--- src/rtl/booth_pkg.sv ---
// Shared types and arithmetic for the radix-4 Booth MAC datapath:
// operand/product widths, the sequencer state type and saturating accumulation.
package booth_pkg;
  localparam int unsigned MUL_W  = 4;
  localparam int unsigned PROD_W = 8;

  typedef enum logic [2:0] {IDLE, LAUNCH, WAIT, ACCUM, OUTPUT} seq_state_e;

  typedef struct packed {
    logic [31:0] value;
    logic        ovf;
  } sat_result_t;

  // Sign-extends prod, adds it to acc and clamps the sum to the signed acc_w-bit range (acc_w <= 31).
  function automatic sat_result_t sat_add(input logic signed [31:0]       acc,
                                          input logic signed [PROD_W-1:0] prod,
                                          input int unsigned              acc_w);
    logic signed [31:0] sum;
    logic signed [31:0] hi;
    logic signed [31:0] lo;
    sat_result_t        r;
    sum     = acc + prod;
    hi      = (32'sd1 <<< (acc_w - 1)) - 32'sd1;
    lo      = -(32'sd1 <<< (acc_w - 1));
    r.value = sum;
    r.ovf   = 1'b0;
    if (sum > hi) begin
      r.value = hi;
      r.ovf   = 1'b1;
    end else if (sum < lo) begin
      r.value = lo;
      r.ovf   = 1'b1;
    end
    return r;
  endfunction
endpackage

--- src/rtl/booth_sat_accumulator.sv ---
// Signed saturating accumulator: clears or adds one sign-extended product per cycle,
// with a sticky overflow flag that follows the accumulator's clear.
module booth_sat_accumulator
  import booth_pkg::*;
#(
  parameter int unsigned ACC_W = 12
) (
  input  logic              clock,
  input  logic              reset,
  input  logic              clear,
  input  logic              add_en,
  input  logic [PROD_W-1:0] prod,
  output logic [ACC_W-1:0]  acc,
  output logic              ovf
);
  logic [ACC_W-1:0] acc_q, acc_d;
  logic             ovf_q, ovf_d;
  sat_result_t      sum;

  always_comb begin
    acc_d = acc_q;
    ovf_d = ovf_q;
    sum   = sat_add(32'(signed'(acc_q)), prod, ACC_W);
    if (clear) begin
      acc_d = '0;
      ovf_d = 1'b0;
    end else if (add_en) begin
      acc_d = ACC_W'(sum.value);
      ovf_d = ovf_q | sum.ovf;
    end
  end

  always_ff @(posedge clock) begin
    if (reset) begin
      acc_q <= '0;
      ovf_q <= 1'b0;
    end else begin
      acc_q <= acc_d;
      ovf_q <= ovf_d;
    end
  end

  assign acc = acc_q;
  assign ovf = ovf_q;
endmodule

--- src/rtl/booth_dot_product_sequencer.sv ---
// Feeds operand pairs to the Booth multiplier one start/ready transaction at a time and
// accumulates the products into a saturated dot product offered on a valid/ready output.
module booth_dot_product_sequencer
  import booth_pkg::*;
#(
  parameter int unsigned ACC_W   = 12,
  parameter int unsigned CNT_W   = 7,
  parameter int unsigned TIMEOUT = 15
) (
  input  logic              clock,
  input  logic              reset,
  input  logic              in_valid,
  output logic              in_ready,
  input  logic [MUL_W-1:0]  in_a,
  input  logic [MUL_W-1:0]  in_b,
  input  logic              in_last,
  output logic [MUL_W-1:0]  mul_a,
  output logic [MUL_W-1:0]  mul_b,
  output logic              mul_start,
  input  logic              mul_ready,
  input  logic [PROD_W-1:0] mul_p,
  output logic              out_valid,
  input  logic              out_ready,
  output logic [ACC_W-1:0]  out_sum,
  output logic [CNT_W-1:0]  out_count,
  output logic              out_ovf,
  output logic              err_timeout
);
  localparam int unsigned TMO_W = $clog2(TIMEOUT + 1);

  seq_state_e        state_q, state_d;
  logic [MUL_W-1:0]  mul_a_q, mul_a_d, mul_b_q, mul_b_d;
  logic              mul_start_q, mul_start_d;
  logic              last_q, last_d;
  logic [TMO_W-1:0]  tmo_q, tmo_d;
  logic [PROD_W-1:0] prod_q, prod_d;
  logic [CNT_W-1:0]  count_q, count_d;
  logic              out_valid_q, out_valid_d;
  logic              err_q, err_d;
  logic              acc_clear, acc_add;

  always_comb begin
    state_d     = state_q;
    mul_a_d     = mul_a_q;
    mul_b_d     = mul_b_q;
    mul_start_d = 1'b0;
    last_d      = last_q;
    tmo_d       = tmo_q;
    prod_d      = prod_q;
    count_d     = count_q;
    out_valid_d = out_valid_q;
    err_d       = err_q;
    acc_clear   = 1'b0;
    acc_add     = 1'b0;
    case (state_q)
      IDLE: begin
        if (in_valid) begin
          mul_a_d     = in_a;
          mul_b_d     = in_b;
          last_d      = in_last;
          mul_start_d = 1'b1;
          state_d     = LAUNCH;
        end
      end
      LAUNCH: begin
        tmo_d   = TMO_W'(TIMEOUT);
        state_d = WAIT;
      end
      WAIT: begin
        if (mul_ready) begin
          prod_d  = mul_p;
          state_d = ACCUM;
        end else begin
          tmo_d = tmo_q - 1'b1;
          // The counter reaches 0 at the end of the TIMEOUT-th idle WAIT cycle.
          if (tmo_q <= TMO_W'(1)) begin
            err_d       = 1'b1;
            out_valid_d = 1'b1;
            state_d     = OUTPUT;
          end
        end
      end
      ACCUM: begin
        acc_add = 1'b1;
        if (count_q != '1) count_d = count_q + 1'b1;
        if (last_q) begin
          out_valid_d = 1'b1;
          state_d     = OUTPUT;
        end else begin
          state_d = IDLE;
        end
      end
      OUTPUT: begin
        if (out_ready) begin
          acc_clear   = 1'b1;
          count_d     = '0;
          out_valid_d = 1'b0;
          state_d     = IDLE;
        end
      end
      default: state_d = IDLE;
    endcase
  end

  always_ff @(posedge clock) begin
    if (reset) begin
      state_q     <= IDLE;
      mul_a_q     <= '0;
      mul_b_q     <= '0;
      mul_start_q <= 1'b0;
      last_q      <= 1'b0;
      tmo_q       <= '0;
      prod_q      <= '0;
      count_q     <= '0;
      out_valid_q <= 1'b0;
      err_q       <= 1'b0;
    end else begin
      state_q     <= state_d;
      mul_a_q     <= mul_a_d;
      mul_b_q     <= mul_b_d;
      mul_start_q <= mul_start_d;
      last_q      <= last_d;
      tmo_q       <= tmo_d;
      prod_q      <= prod_d;
      count_q     <= count_d;
      out_valid_q <= out_valid_d;
      err_q       <= err_d;
    end
  end

  booth_sat_accumulator #(.ACC_W(ACC_W)) u_acc (
    .clock  (clock),
    .reset  (reset),
    .clear  (acc_clear),
    .add_en (acc_add),
    .prod   (prod_q),
    .acc    (out_sum),
    .ovf    (out_ovf)
  );

  assign in_ready    = (state_q == IDLE);
  assign mul_a       = mul_a_q;
  assign mul_b       = mul_b_q;
  assign mul_start   = mul_start_q;
  assign out_valid   = out_valid_q;
  assign out_count   = count_q;
  assign err_timeout = err_q;
endmodule

--- config.mk ---
export PLATFORM = sky130hd
export DESIGN_NAME = booth_dot_product_sequencer
export DESIGN_NICKNAME = d
export VERILOG_FILES = /design/src/rtl/booth_pkg.sv /design/src/rtl/booth_sat_accumulator.sv /design/src/rtl/booth_dot_product_sequencer.sv
export SDC_FILE = /design/constraint.sdc
export NUM_CORES = 1
export LEC_CHECK = 0
export CORE_MARGIN = 4
export CORE_UTILIZATION = 36
export CTS_CLUSTER_DIAMETER = 80
export DETAILED_ROUTE_END_ITERATION = 8
export GPL_TIMING_DRIVEN = 0
export HOLD_SLACK_MARGIN = 0.02
export PLACE_DENSITY = 0.69
export SYNTH_ARGS = -nofsm -noshare
export SYNTH_HDL_FRONTEND = slang
export SYNTH_SLANG_ARGS = --single-unit
--- constraint.sdc ---
create_clock -name clock -period 2.1 [get_ports clock]
set_input_delay 0.42 -clock clock [delete_from_list [all_inputs] [get_ports clock]]
set_output_delay 0.42 -clock clock [all_outputs]
set_load 0.005 [all_outputs]
-- After elaboration in Yosys (flattened, before gate mapping)
Index checks and enable logic that the tools add are counted.
- $add $sub $neg: 3
- order comparisons: 3
- equal/unequal tests: 12
- multiplexer cells: 22
- bitwise gates (word level): 3
- reductions and logical operators: 13
- operator list (operator ; count):
    $mux W13 ; 2
    $mux W3 ; 5
    $pmux W3 S5 ; 1
    $mux W7 ; 2
    $pmux W7 S2 ; 1
    $add A12 B8 Y13 ; 1
    $gt A13 B12 Y1 const B ; 1
    $lt A13 B12 Y1 const B ; 1
    $ne A2 B2 Y1 const B ; 6
    $reduce_and A3 Y1 ; 3
    $mux W1 ; 8
    $pmux W4 S2 ; 1
    $add A7 B1 Y7 const B ; 1
    $ne A7 B7 Y1 const B ; 1
    $eq A3 B2 Y1 const B ; 2
    $reduce_and A2 Y1 ; 3
    $reduce_and A5 Y1 ; 1
    $le A4 B1 Y1 const B ; 1
    $mux W4 ; 1
    $reduce_bool A2 Y1 ; 2
    $reduce_or A2 Y1 ; 2
    $sub A4 B1 Y4 const B ; 1
    $eq A3 B1 Y1 const B ; 1
    $eq A3 B3 Y1 const B ; 1
    other kinds (6) ; 7
- flip-flop bits (word level): 47
- output and inout port bits: 32
- word-level logic and storage cells: 68

-- Depth between registers and ports, before layout
Gate-level depths: netlist of the first run.
- depth after elaboration: 5
- gate-level depth with buffers: 11

-- By module
Synthesis of the first run repeated with hierarchy kept, for this count alone.
- cell total of the unflattened synthesis: 325
- area, all modules: 2637.5 sq um
- by module, submodules not included (module ; times used ; cells an instance ; area an instance (sq um) ; seq. area each (sq um)):
    booth_dot_product_sequencer ; 1 ; 176 ; 1455.1 ; 680.7
    booth_sat_accumulator ; 1 ; 149 ; 1182.4 ; 260.2

-- Worst setup path after synthesis of the first run
OpenSTA, ideal clock, no wires.
- kind: reg-to-reg
- start point: reg u_acc.acc_q[0] (netlist: u_acc.acc[0])
- end point: reg u_acc.acc_q[9] (netlist: u_acc.acc[9])
- library setup time: 66 ps
- data arrival time: 2103 ps
- setup slack: -69 ps
- cell stages (with the launch flop): 11
- path buffers: 0
- period minus slack after synthesis: 2169 ps
- cells stage by stage: dfxtp_1 > ha_1 > inv_1 > fa_1 > nor2b_1 > o31a_1 > o21bai_1 > a21o_1 > and2_1 > maj3_2 > a21oi_2
- cells in the longest elaborated chain, start to end: 4
- elaborated cells on any way between the ends: 5
- classes of those cells: add/sub (1); order compare (2); mux (2)
- RTL lines (element ; RTL line ; source):
    start, declared ; booth_sat_accumulator.sv:16 ; logic [ACC_W-1:0] acc_q, acc_d;
    start signal, assigned ; booth_sat_accumulator.sv:35 ; acc_q <= '0;
    start signal, assigned ; booth_sat_accumulator.sv:38 ; acc_q <= acc_d;
    $add A12 B8 Y13 (*) ; booth_pkg.sv:22 ; sum = acc + prod;
    $lt A13 B12 Y1 ; booth_pkg.sv:30 ; end else if (sum < lo) begin
    $mux W13 ; booth_pkg.sv:30 ;
    $mux W13 (*) ; booth_pkg.sv:27 ; if (sum > hi) begin
Mark *: on every way between the ends. The rest lies on a longest branch, timed or not.
A chain may end at the register's enable or synchronous reset.

-- Final worst setup path of the first run
Ends and elaborated chain as after synthesis.

==> out/results.tsv, run 1 <==
metric	value	unit
status	finished, violations left	
violated checks	setup timing	
Hold Fails Final Rpt	0	
Clock Tree Buf Depth	2	
latest clock arrival within the worst-skew pair	0.30	ns
relative slew slack	56.6	%
Vias	2449	
DR WL/cell	14.6	um
Layout Nets	419	
HP Class	reg -> reg	
first-pass detailed-route iteration total	4	
antenna fix cells	0	
fillers	594	
Synth area leaders	dfxtp_1 (38%), a21oi_1 (10%), ha_1 (7.6%)	
Num Clock Sinks	47	
Worst Path Max Fanout	3	
number of cells on the worst reg-to-reg path	10	
total number of H-tree levels	2	
R2R Setup Slk	-0.13	ns
RSZ-0062 raised after global routing	true	
Worst Hold Path Cells	2	
worst reg2reg startpoint	u_acc.acc[0]	
Post-synth top flop	dfxtp_1	
crit path time final	2.23	ns
Synth cell types	44	
DR vias/cell	5.34	
final RePlAce weighted congestion	0.820	
Top-Level Pins	54	
CP startpoint kind	flop	
Clock Skew	0.00487	ns
die span in y	91.0	um
register bit count reported by yosys	47	
first-pass GRT wire length	11.2	mm
CP Data Required Time	2.34	ns
Final WS setup	-0.125	ns
Hold Crit Endpoint	mul_b[0]	
total of max-cap violations	0	
Core Util, Final	53.5	%
top cell type's share of synthesized area	38.0	%
final number of setup-violating endpoints	11	
GRT Total Usage	16.3	%
syn avg cell area	7.94	sq um
vias in the first global route	2430	
CP Class	reg -> reg	
cts bufs inserted	5	
Fmax	449	MHz
Max Slew Vio Count	0	
area grow syn2layout	41.1	%
remaining global-route overflow	0	
CP Cell Sequence	ha_4 -> inv_2 -> fa_2 -> nor2b_2 -> o31a_1 -> o21bai_1 -> a21o_1 -> and2_4 -> maj3_2 -> a21oi_2	
Leak Pwr	1.26	nW
R2R Path End	u_acc.acc[9]	
synth warn	0	
Die Width	91.0	um
post-route antenna net violation count	0	
Post-Layout Cell Count	459	
Yosys top cell by area	dfxtp_1	
Worst Setup End Kind	flop	
Tightest Pin Transition	0.635	ns
asr flop ratio synth	0	%
layout cells sized above 1	14.9	%
CP Data Arrival Time	2.47	ns
final wirelength	6.71	mm
Max IR drop VDD	0.468	mV
Mapped Cells	312	
Synth Net Count	350	
number of port buffers	53	
clock-pin slew on the worst setup and hold paths	0.09	ns
hold_sp	mul_b[0]	
critical path's slowest cell	dfxtp_2	
Initial Util	37.9	%
Root Driver	clkbuf_8	
core area	0.00653	sq mm
drt initial violations	117	
antenna violations before repair	0	
CTS tree	yes	
row cnt	29	
Post-synth EDFFs	0	
Die Area	0.00827	sq mm
crit-path max cell delay	0.37	ns
placed cell count	442	
top cells by count, synth	a21oi_1 (51), dfxtp_1 (47), nand2_1 (45), nor2_1 (26), o21ai_0 (21)	
Power Density	624	mW/mm^2
synthesized area	0.00248	sq mm
top-count cell post-synth	a21oi_1	
HPWL after detailed placement	4.66	mm
number of hold buffers added after CTS	0	
Post-route DRC	0	
fin crit share	106	%
largest net degree at the start of global routing	16	
Seq/Total Area, Yosys	38.0	%
-- layout make-up --
cell class | count | area (sq um) | area share (%)
clock inverter | 2 | 38.8 | 1.11
timing repair buffer | 64 | 621 | 17.8
sequential | 47 | 953 | 27.3
multi-input combinational | 240 | 1600 | 45.7
clock buffer | 6 | 82.6 | 2.36
inverter | 11 | 41.3 | 1.18
tap | 77 | 96.3 | 2.76
buffer | 12 | 63.8 | 1.83
-- through the flow --
step	setup TNS (ns)	instance area (sq um)	worst slack [ns]	total power, mW	hold slack, ns
floorplan	0	2500	0.00230	1.24	0.437
global placement	-3.41	3120	-0.334	1.41	0.442
detailed placement	-4.14	3120	-0.425	1.42	0.449
CTS	-0.685	3370	-0.127	2.18	0.465
global route	-2.11	3500	-0.257	2.30	0.491
finish	-0.503	3500	-0.125	2.18	0.460
-- timing repair --
item | CTS | global route
endpoints found under the setup margin | 14 | 15
endpoints found under the hold margin | 0 | 0
resized for setup | 17 | 27
pin swaps | 9 | 13
buffers inserted | 7 | 3
gates cloned | 2 | 0
-- power by group --
group / leakage, nW / internal, mW / switching, mW
logic: 0.813 / 0.236 / 0.217
registers: 0.385 / 0.945 / 0.0568
clock network: 0.0618 / 0.392 / 0.335
-- cell usage in the layout, fill, tap and decap left out, types with 3 or more instances in the layout --
master	Yosys	final
clkdlybuf4s50_1	0	53
a21oi_1	51	49
nand2_1	45	44
dfxtp_1	47	41
nor2_1	26	26
o21ai_0	21	19
buf_4	0	11
inv_1	11	9
ha_4	0	9
xnor2_1	8	8
clkbuf_1	10	7
xor2_1	7	7
nand3_1	6	6
clkbuf_8	0	6
nor3_1	6	5
o211ai_1	5	5
a31oi_1	5	5
ha_1	15	5
nand2b_1	4	4
dfxtp_2	0	4
nand4_1	3	3
and2_1	4	3
a21o_1	3	3
a21oi_2	1	3
o21ai_2	2	3
-- kinds of logic (layout without fill, tap and decap cells) --
group,Yosys count,count (layout),synth area share [%]
AOI/OAI and AO/OA,104,104,24.6
xor gates and xnor gates,15,15,5.30
adders and majority gates,17,17,8.84
buffers and inverters,25,95,3.89
DFF,47,47,38.0
muxes,1,1,0.455
and+or+nand+nor,103,103,18.9
-- routing by layer --
| layer | track usage [%] | wire (um) | up-vias |
|---|---|---|---|
| met3 | 4.79 | 433 | 15 |
| met1 | 19.9 | 2970 | 1132 |
| li1 | - | - | 1235 |
| met2 | 27.0 | 3140 | 67 |
| met5 | 0 | 0 | - |
| met4 | 6.16 | 159 | 0 |
-- critical path, delay by kind of cell (launching register included) --
family	cells	cell delay [ns]
simple gates	2	0.29
fa+ha+maj	3	0.83
compound gates	4	0.62
buf+inv	1	0.04
flops	1	0.37
-- how the worst max path moves through the flow --
stage | from | endpoint | slack (ns) | cells past startpoint
floorplan | u_acc.acc[2] | u_acc.acc[9] | 0.002 | 8
detailed placement | u_acc.acc[0] | u_acc.acc[3] | -0.43 | 11
CTS | u_acc.acc[1] | u_acc.acc[9] | -0.13 | 8
global route | u_acc.acc[0] | u_acc.acc[9] | -0.26 | 10
finish | u_acc.acc[0] | u_acc.acc[9] | -0.13 | 10
global placement | u_acc.acc[0] | u_acc.acc[2] | -0.33 | 11
-- registers in the layout, indices dropped and copies added (netlist names), 3 cells and up --
name and cells:
mul_a 4, u_acc.acc 12, tmo_q 4, out_count 7, prod_q 8, mul_b 4
state_q 3
No activity file was read; power rests on OpenSTA's default activity.
==> inputs of run 2 (changes only) <==
--- a/config.mk
+++ b/config.mk
@@ -5,6 +5,8 @@
 export SDC_FILE = /design/constraint.sdc
 export NUM_CORES = 1
 export LEC_CHECK = 0
+export ABC_CLOCK_PERIOD_IN_PS = 2100
+export CAP_MARGIN = 20
 export CORE_MARGIN = 4
 export CORE_UTILIZATION = 36
 export CTS_CLUSTER_DIAMETER = 80
@@ -12,6 +14,7 @@
 export GPL_TIMING_DRIVEN = 0
 export HOLD_SLACK_MARGIN = 0.02
 export PLACE_DENSITY = 0.69
+export REMOVE_ABC_BUFFERS = 1
 export SYNTH_ARGS = -nofsm -noshare
 export SYNTH_HDL_FRONTEND = slang
 export SYNTH_SLANG_ARGS = --single-unit
==> run 2 against run 1 <==
The run still ends with setup timing left. Combinational power decreased by 4%. Design area increased by 0.64%. Critical path depth decreased by 2. Hold slack got worse by 0.0011 ns. Worst setup slack improved by 0.014 ns. Global-route usage decreased by 0.75 points. Power decreased by 7.2%. Sequential cell count unchanged. Via count decreased by 1.0%. Register-to-register slack about the same. Critical path type unchanged. Critical endpoint unchanged.
==> out/results.tsv, run 2 (same netlist as run 1, synthesis figures left out) <==
metric	value	unit	change
status	finished, violations left		unchanged
violated checks	setup timing		unchanged
GRT Total Usage	15.5	%	was 16.3%
Worst Setup End Kind	flop		unchanged
latest clock arrival within the worst-skew pair	0.31	ns	was 0.30 ns
relative slew slack	62.6	%	was 56.6%
CP Data Required Time	2.36	ns	was 2.34 ns
Worst Path Max Fanout	2		was 3
first-pass GRT wire length	10.6	mm	was 11.2 mm
first-pass detailed-route iteration total	4		unchanged
post-route cell area	0.00352	sq mm	was 0.00350 sq mm
Post-route DRC	0		unchanged
Max IR drop VDD	0.315	mV	was 0.468 mV
DP Area	0.00306	sq mm	was 0.00312 sq mm
commonest non-fill, non-tap cell in the layout	clkdlybuf4s50_1		unchanged
number of port buffers	53		unchanged
most frequent cells in the layout	clkdlybuf4s50_1 (52), a21oi_1 (48), nand2_1 (44), dfxtp_1 (38), nor2_1 (25)		was clkdlybuf4s50_1 (53), a21oi_1 (49), nand2_1 (44), dfxtp_1 (41), nor2_1 (26)
CP Data Arrival Time	2.47	ns	about the same
number of flip-flops in the largest register	12		unchanged
Die Width	91.0	um	unchanged
fin crit share	105	%	was 106%
total of max-cap violations	0		unchanged
HPWL after detailed placement	4.26	mm	was 4.66 mm
RSZ-0062 raised after global routing	true		unchanged
Clock Tree Buf Depth	2		unchanged
Max Slew Vio Count	0		unchanged
footprint of the multi-input gates	0.00166	sq mm	was 0.00160 sq mm
Power Density	575	mW/mm^2	was 624 mW/mm^2
pre-CTS setup slack	-0.875	ns	was -0.425 ns
Initial Util	37.9	%	unchanged
drt initial violations	105		was 117
Hold Fails Final Rpt	0		unchanged
Leak Pwr	1.26	nW	about the same
Root Driver	clkbuf_8		unchanged
DR vias/cell	5.37		was 5.34
core area	0.00653	sq mm	unchanged
Die Area	0.00827	sq mm	unchanged
Core Util, Final	53.9	%	was 53.5%
Layout Nets	411		was 419
antenna fix cells	0		unchanged
antenna violations before repair	0		unchanged
cts bufs inserted	5		unchanged
DR WL/cell	14.3	um	was 14.6 um
area grow syn2layout	42.0	%	was 41.1%
layout cells sized above 1	16.8	%	was 14.9%
Final WS setup	-0.111	ns	was -0.125 ns
CP Class	reg -> reg		unchanged
total number of H-tree levels	2		unchanged
fillers	595		was 594
largest net degree at the start of global routing	31		was 16
Tightest Pin Transition	0.548	ns	was 0.635 ns
final RePlAce weighted congestion	0.797		was 0.820
CTS tree	yes		unchanged
crit path time final	2.21	ns	was 2.23 ns
clock-pin slew on the worst setup and hold paths	0.10	ns	was 0.09 ns
sequential cell area	957	sq um	was 953 sq um
Total Power	2.02	mW	was 2.18 mW
HP Class	reg -> reg		unchanged
Fmax	452	MHz	was 449 MHz
Vias	2424		was 2,449
Clock Skew	0.00937	ns	was 0.00487 ns
post-route antenna net violation count	0		unchanged
Num Clock Sinks	47		unchanged
row cnt	29		unchanged
Top-Level Pins	54		unchanged
final wirelength	6.47	mm	was 6.71 mm
remaining global-route overflow	0		unchanged
Fin Setup TNS	-0.338	ns	was -0.503 ns
die span in y	91.0	um	unchanged
vias in the first global route	2340		was 2,430
CP startpoint kind	flop		unchanged
final number of setup-violating endpoints	5		was 11
[run 2: layout make-up]
class	instances	area share (%)
Multi-Input combinational cell	241	47.2
Clock inverter	3	0.711
Sequential cell	47	27.2
Tap cell	77	2.74
Clock buffer	5	1.96
Timing Repair Buffer	67	18.9
Inverter	11	1.24
[run 2: worst paths after layout]
| kind | from | slack [ns] | depth (start not counted) | to |
|---|---|---|---|---|
| worst min register to register | mul_a[2] | 0.46 | 2 | mul_a[2] |
| worst max register to register | prod_q[1] | -0.11 | 8 | u_acc.acc[9] |
| worst min-delay path | mul_a[2] | 0.46 | 2 | mul_a[2] |
| worst max-delay path | prod_q[1] | -0.11 | 8 | u_acc.acc[9] |
[run 2: timing repair]
item	in CTS	in global routing
pin swaps	16	13
hold buffers	0	0
cloned	1	1
setup buffers	9	2
endpoints found under the setup margin	19	17
resized for setup	35	17
[run 2: per-layer routing]
metal  routed length, um  up-vias  global-route usage (%)
li1                    -     1217                       -
met1                2740     1120                    18.6
met2                3110       77                    25.6
met3                 523       10                    5.62
met4                  93        0                    5.53
met5                   0        -                       0
[run 2: per-stage QoR]
step	hold WS (ns)	cells
after global routing	0.484	451
final	0.459	451
after detailed placement	0.451	429
after CTS	0.462	447
after global placement	0.441	428
after floorplan	0.431	298
[run 2: worst max-delay path, cell delays in order, from the launching register on]
cell and delay (ns):
dfxtp_2 0.35, ha_4 0.25, a211oi_4 0.27, o21ai_2 0.11, o21ai_2 0.16, or4b_1 0.46
o311a_1 0.16, maj3_2 0.32, a21oi_2 0.10
[run 2: report_power, final]
group | switching (mW) | internal (mW)
registers | 0.0542 | 0.946
logic | 0.213 | 0.222
clock network | 0.346 | 0.243
==> inputs of run 3 (changes only) <==
--- a/config.mk
+++ b/config.mk
@@ -6,7 +6,6 @@
 export NUM_CORES = 1
 export LEC_CHECK = 0
 export ABC_CLOCK_PERIOD_IN_PS = 2100
-export CAP_MARGIN = 20
 export CORE_MARGIN = 4
 export CORE_UTILIZATION = 36
 export CTS_CLUSTER_DIAMETER = 80
==> run 3 against run 2 <==
The run still ends with setup timing left. Die area did not move. First-iteration DRC count rose by 38%. Power rose by 1.6%. Largest power group unchanged. Global-route usage rose by 0.70 points. Utilization rose by 3.0 points. Wire length rose by 13%. Design area rose by 5.6%. Sequential share of layout area fell by 1.2 points. Via count rose by 3.6%. Fmax fell by 2.0%.
==> out/results.tsv, run 3 (same netlist as run 1, synthesis figures left out) <==
metric	value	unit	change
status	finished, violations left		unchanged
violated checks	setup timing		unchanged
vias in the first global route	2425		was 2,340
antenna violations before repair	0		unchanged
Layout Nets	419		was 411
relative slew slack	25.7	%	was 62.6%
Vias	2512		was 2,424
crit path time final	2.26	ns	was 2.21 ns
Fmax	443	MHz	was 452 MHz
total number of H-tree levels	2		unchanged
largest net degree at the start of global routing	31		unchanged
commonest non-fill, non-tap cell in the layout	clkdlybuf4s50_1		unchanged
CTS tree	yes		unchanged
Power Density	553	mW/mm^2	was 575 mW/mm^2
CP Data Required Time	2.31	ns	was 2.36 ns
Top-Level Pins	54		unchanged
die span in y	91.0	um	unchanged
number of flip-flops in the largest register	12		unchanged
Hold Crit Endpoint	mul_b[1]		was mul_a[2]
most frequent cells in the layout	clkdlybuf4s50_1 (52), a21oi_1 (46), nand2_1 (43), dfxtp_1 (33), nor2_1 (24)		was clkdlybuf4s50_1 (52), a21oi_1 (48), nand2_1 (44), dfxtp_1 (38), nor2_1 (25)
HP Class	reg -> reg		unchanged
layout cells sized above 1	23.3	%	was 16.8%
first-pass GRT wire length	11.2	mm	was 10.6 mm
RSZ-0062 raised after global routing	true		unchanged
number of port buffers	53		unchanged
Worst Hold Path Cells	2		unchanged
remaining global-route overflow	0		unchanged
final RePlAce weighted congestion	0.797		unchanged
fin crit share	107	%	was 105%
CP startpoint	prod_q[1]		unchanged
total of max-cap violations	0		unchanged
clock-pin slew on the worst setup and hold paths	0.10	ns	about the same
CP Data Arrival Time	2.47	ns	about the same
drt initial violations	145		was 105
worst reg2reg startpoint	prod_q[1]		unchanged
Die Area	0.00827	sq mm	unchanged
Initial Util	37.9	%	unchanged
Num Clock Sinks	47		unchanged
cts bufs inserted	5		unchanged
Leak Pwr	1.34	nW	was 1.26 nW
fillers	595		unchanged
Die Width	91.0	um	unchanged
final wirelength	7.28	mm	was 6.47 mm
Clock Tree Buf Depth	2		unchanged
DR WL/cell	15.9	um	was 14.3 um
Hold Fails Final Rpt	0		unchanged
pre-CTS setup slack	-0.967	ns	was -0.875 ns
DR vias/cell	5.47		was 5.37
core area	0.00653	sq mm	unchanged
CP Class	reg -> reg		unchanged
row cnt	29		unchanged
R2R Path End	u_acc.acc[3]		was u_acc.acc[9]
GRT Total Usage	16.2	%	was 15.5%
HPWL after detailed placement	4.21	mm	was 4.26 mm
hold_sp	mul_b[1]		was mul_a[2]
DP Area	0.00305	sq mm	was 0.00306 sq mm
CP startpoint kind	flop		unchanged
R2R Setup Slk	-0.16	ns	was -0.11 ns
area grow syn2layout	49.9	%	was 42.0%
Core Util, Final	56.9	%	was 53.9%
latest clock arrival within the worst-skew pair	0.31	ns	about the same
first-pass detailed-route iteration total	4		unchanged
Max IR drop VDD	0.304	mV	was 0.315 mV
post-route antenna net violation count	0		unchanged
Total Power	2.06	mW	was 2.02 mW
Worst Setup End Kind	flop		unchanged
number of cells on the worst reg-to-reg path	12		was 8
Worst Path Max Fanout	6		was 2
Root Driver	clkbuf_8		unchanged
Post-route DRC	0		unchanged
Tightest Pin Transition	1.11	ns	was 0.548 ns
post-route cell area	0.00371	sq mm	was 0.00352 sq mm
Final WS setup	-0.157	ns	was -0.111 ns
Max Slew Vio Count	0		unchanged
antenna fix cells	0		unchanged
Clock Skew	0.0135	ns	was 0.00937 ns
final number of setup-violating endpoints	10		was 5
run 3: cell count changes in the layout (fill, tap and decap cells not counted), sizes merged:
cell	change
and3b	+1
buf	+7
clkinv	+2
clkinvlp	-1
inv	-1
nand2	-1
xor2	+1
run 3: routing by layer:
metal  share of wire, %  global-route usage, %  vias up  wire length, um
met1                 42                   20.0     1181             3050
li1                   -                      -     1241                -
met3                5.7                   4.63       17              415
met4                2.9                   4.65        0              210
met2                 49                   27.6       73             3600
met5                  0                      0        -                0
run 3: worst max path at each step:
stage                    endpoint  cells after the start
floorplan           u_acc.acc[10]                      8
global placement     u_acc.acc[9]                      4
detailed placement   u_acc.acc[5]                      8
CTS                  u_acc.acc[0]                     11
global route        u_acc.acc[10]                     10
finish               u_acc.acc[3]                     12
run 3: power breakdown:
group | internal (mW) | switching, mW | leakage, nW | total (mW)
Sequential | 0.947 | 0.0604 | 0.389 | 1.01
Combinational | 0.239 | 0.230 | 0.907 | 0.469
Clock | 0.239 | 0.340 | 0.0485 | 0.579
run 3: layout make-up:
class                      count  area [sq um]  share of cell area (%)
timing repair buffer          74           742                    20.0
sequential                    47           966                    26.0
multi-input combinational    242          1780                    47.9
clock inverter                 3          22.5                   0.606
tap                           77          96.3                    2.59
inverter                      11          41.3                    1.11
clock buffer                   5          68.8                    1.85
run 3: per-stage QoR:
| step | hold slack (ns) | std cells | setup TNS, ns |
|---|---|---|---|
| after floorplan | 0.431 | 298 | -3.22 |
| after global placement | 0.441 | 428 | -11.46 |
| after detailed placement | 0.450 | 428 | -12.98 |
| after CTS | 0.465 | 453 | -0.168 |
| after global routing | 0.484 | 459 | -1.87 |
| final | 0.463 | 459 | -0.929 |
run 3: repair_timing:
item / 4_1_cts / 5_1_grt
hold endpoints to repair: 0 / 0
endpoints found under the setup margin: 20 / 15
hold buffers: 0 / 0
pin swaps: 19 / 25
resized for setup: 42 / 43
cloned: 1 / 1
buffers inserted: 16 / 5
run 3: critical path, stage by stage, from the launching register on:
cell and delay (ns):
dfxtp_2 0.35, ha_4 0.26, a211oi_4 0.26, o21ai_2 0.10, o21ai_2 0.19, buf_6 0.13, o21ai_4 0.06, buf_12 0.14
xor2_4 0.19, buf_12 0.17, buf_4 0.13, o21ai_2 0.10, a21oi_1 0.07
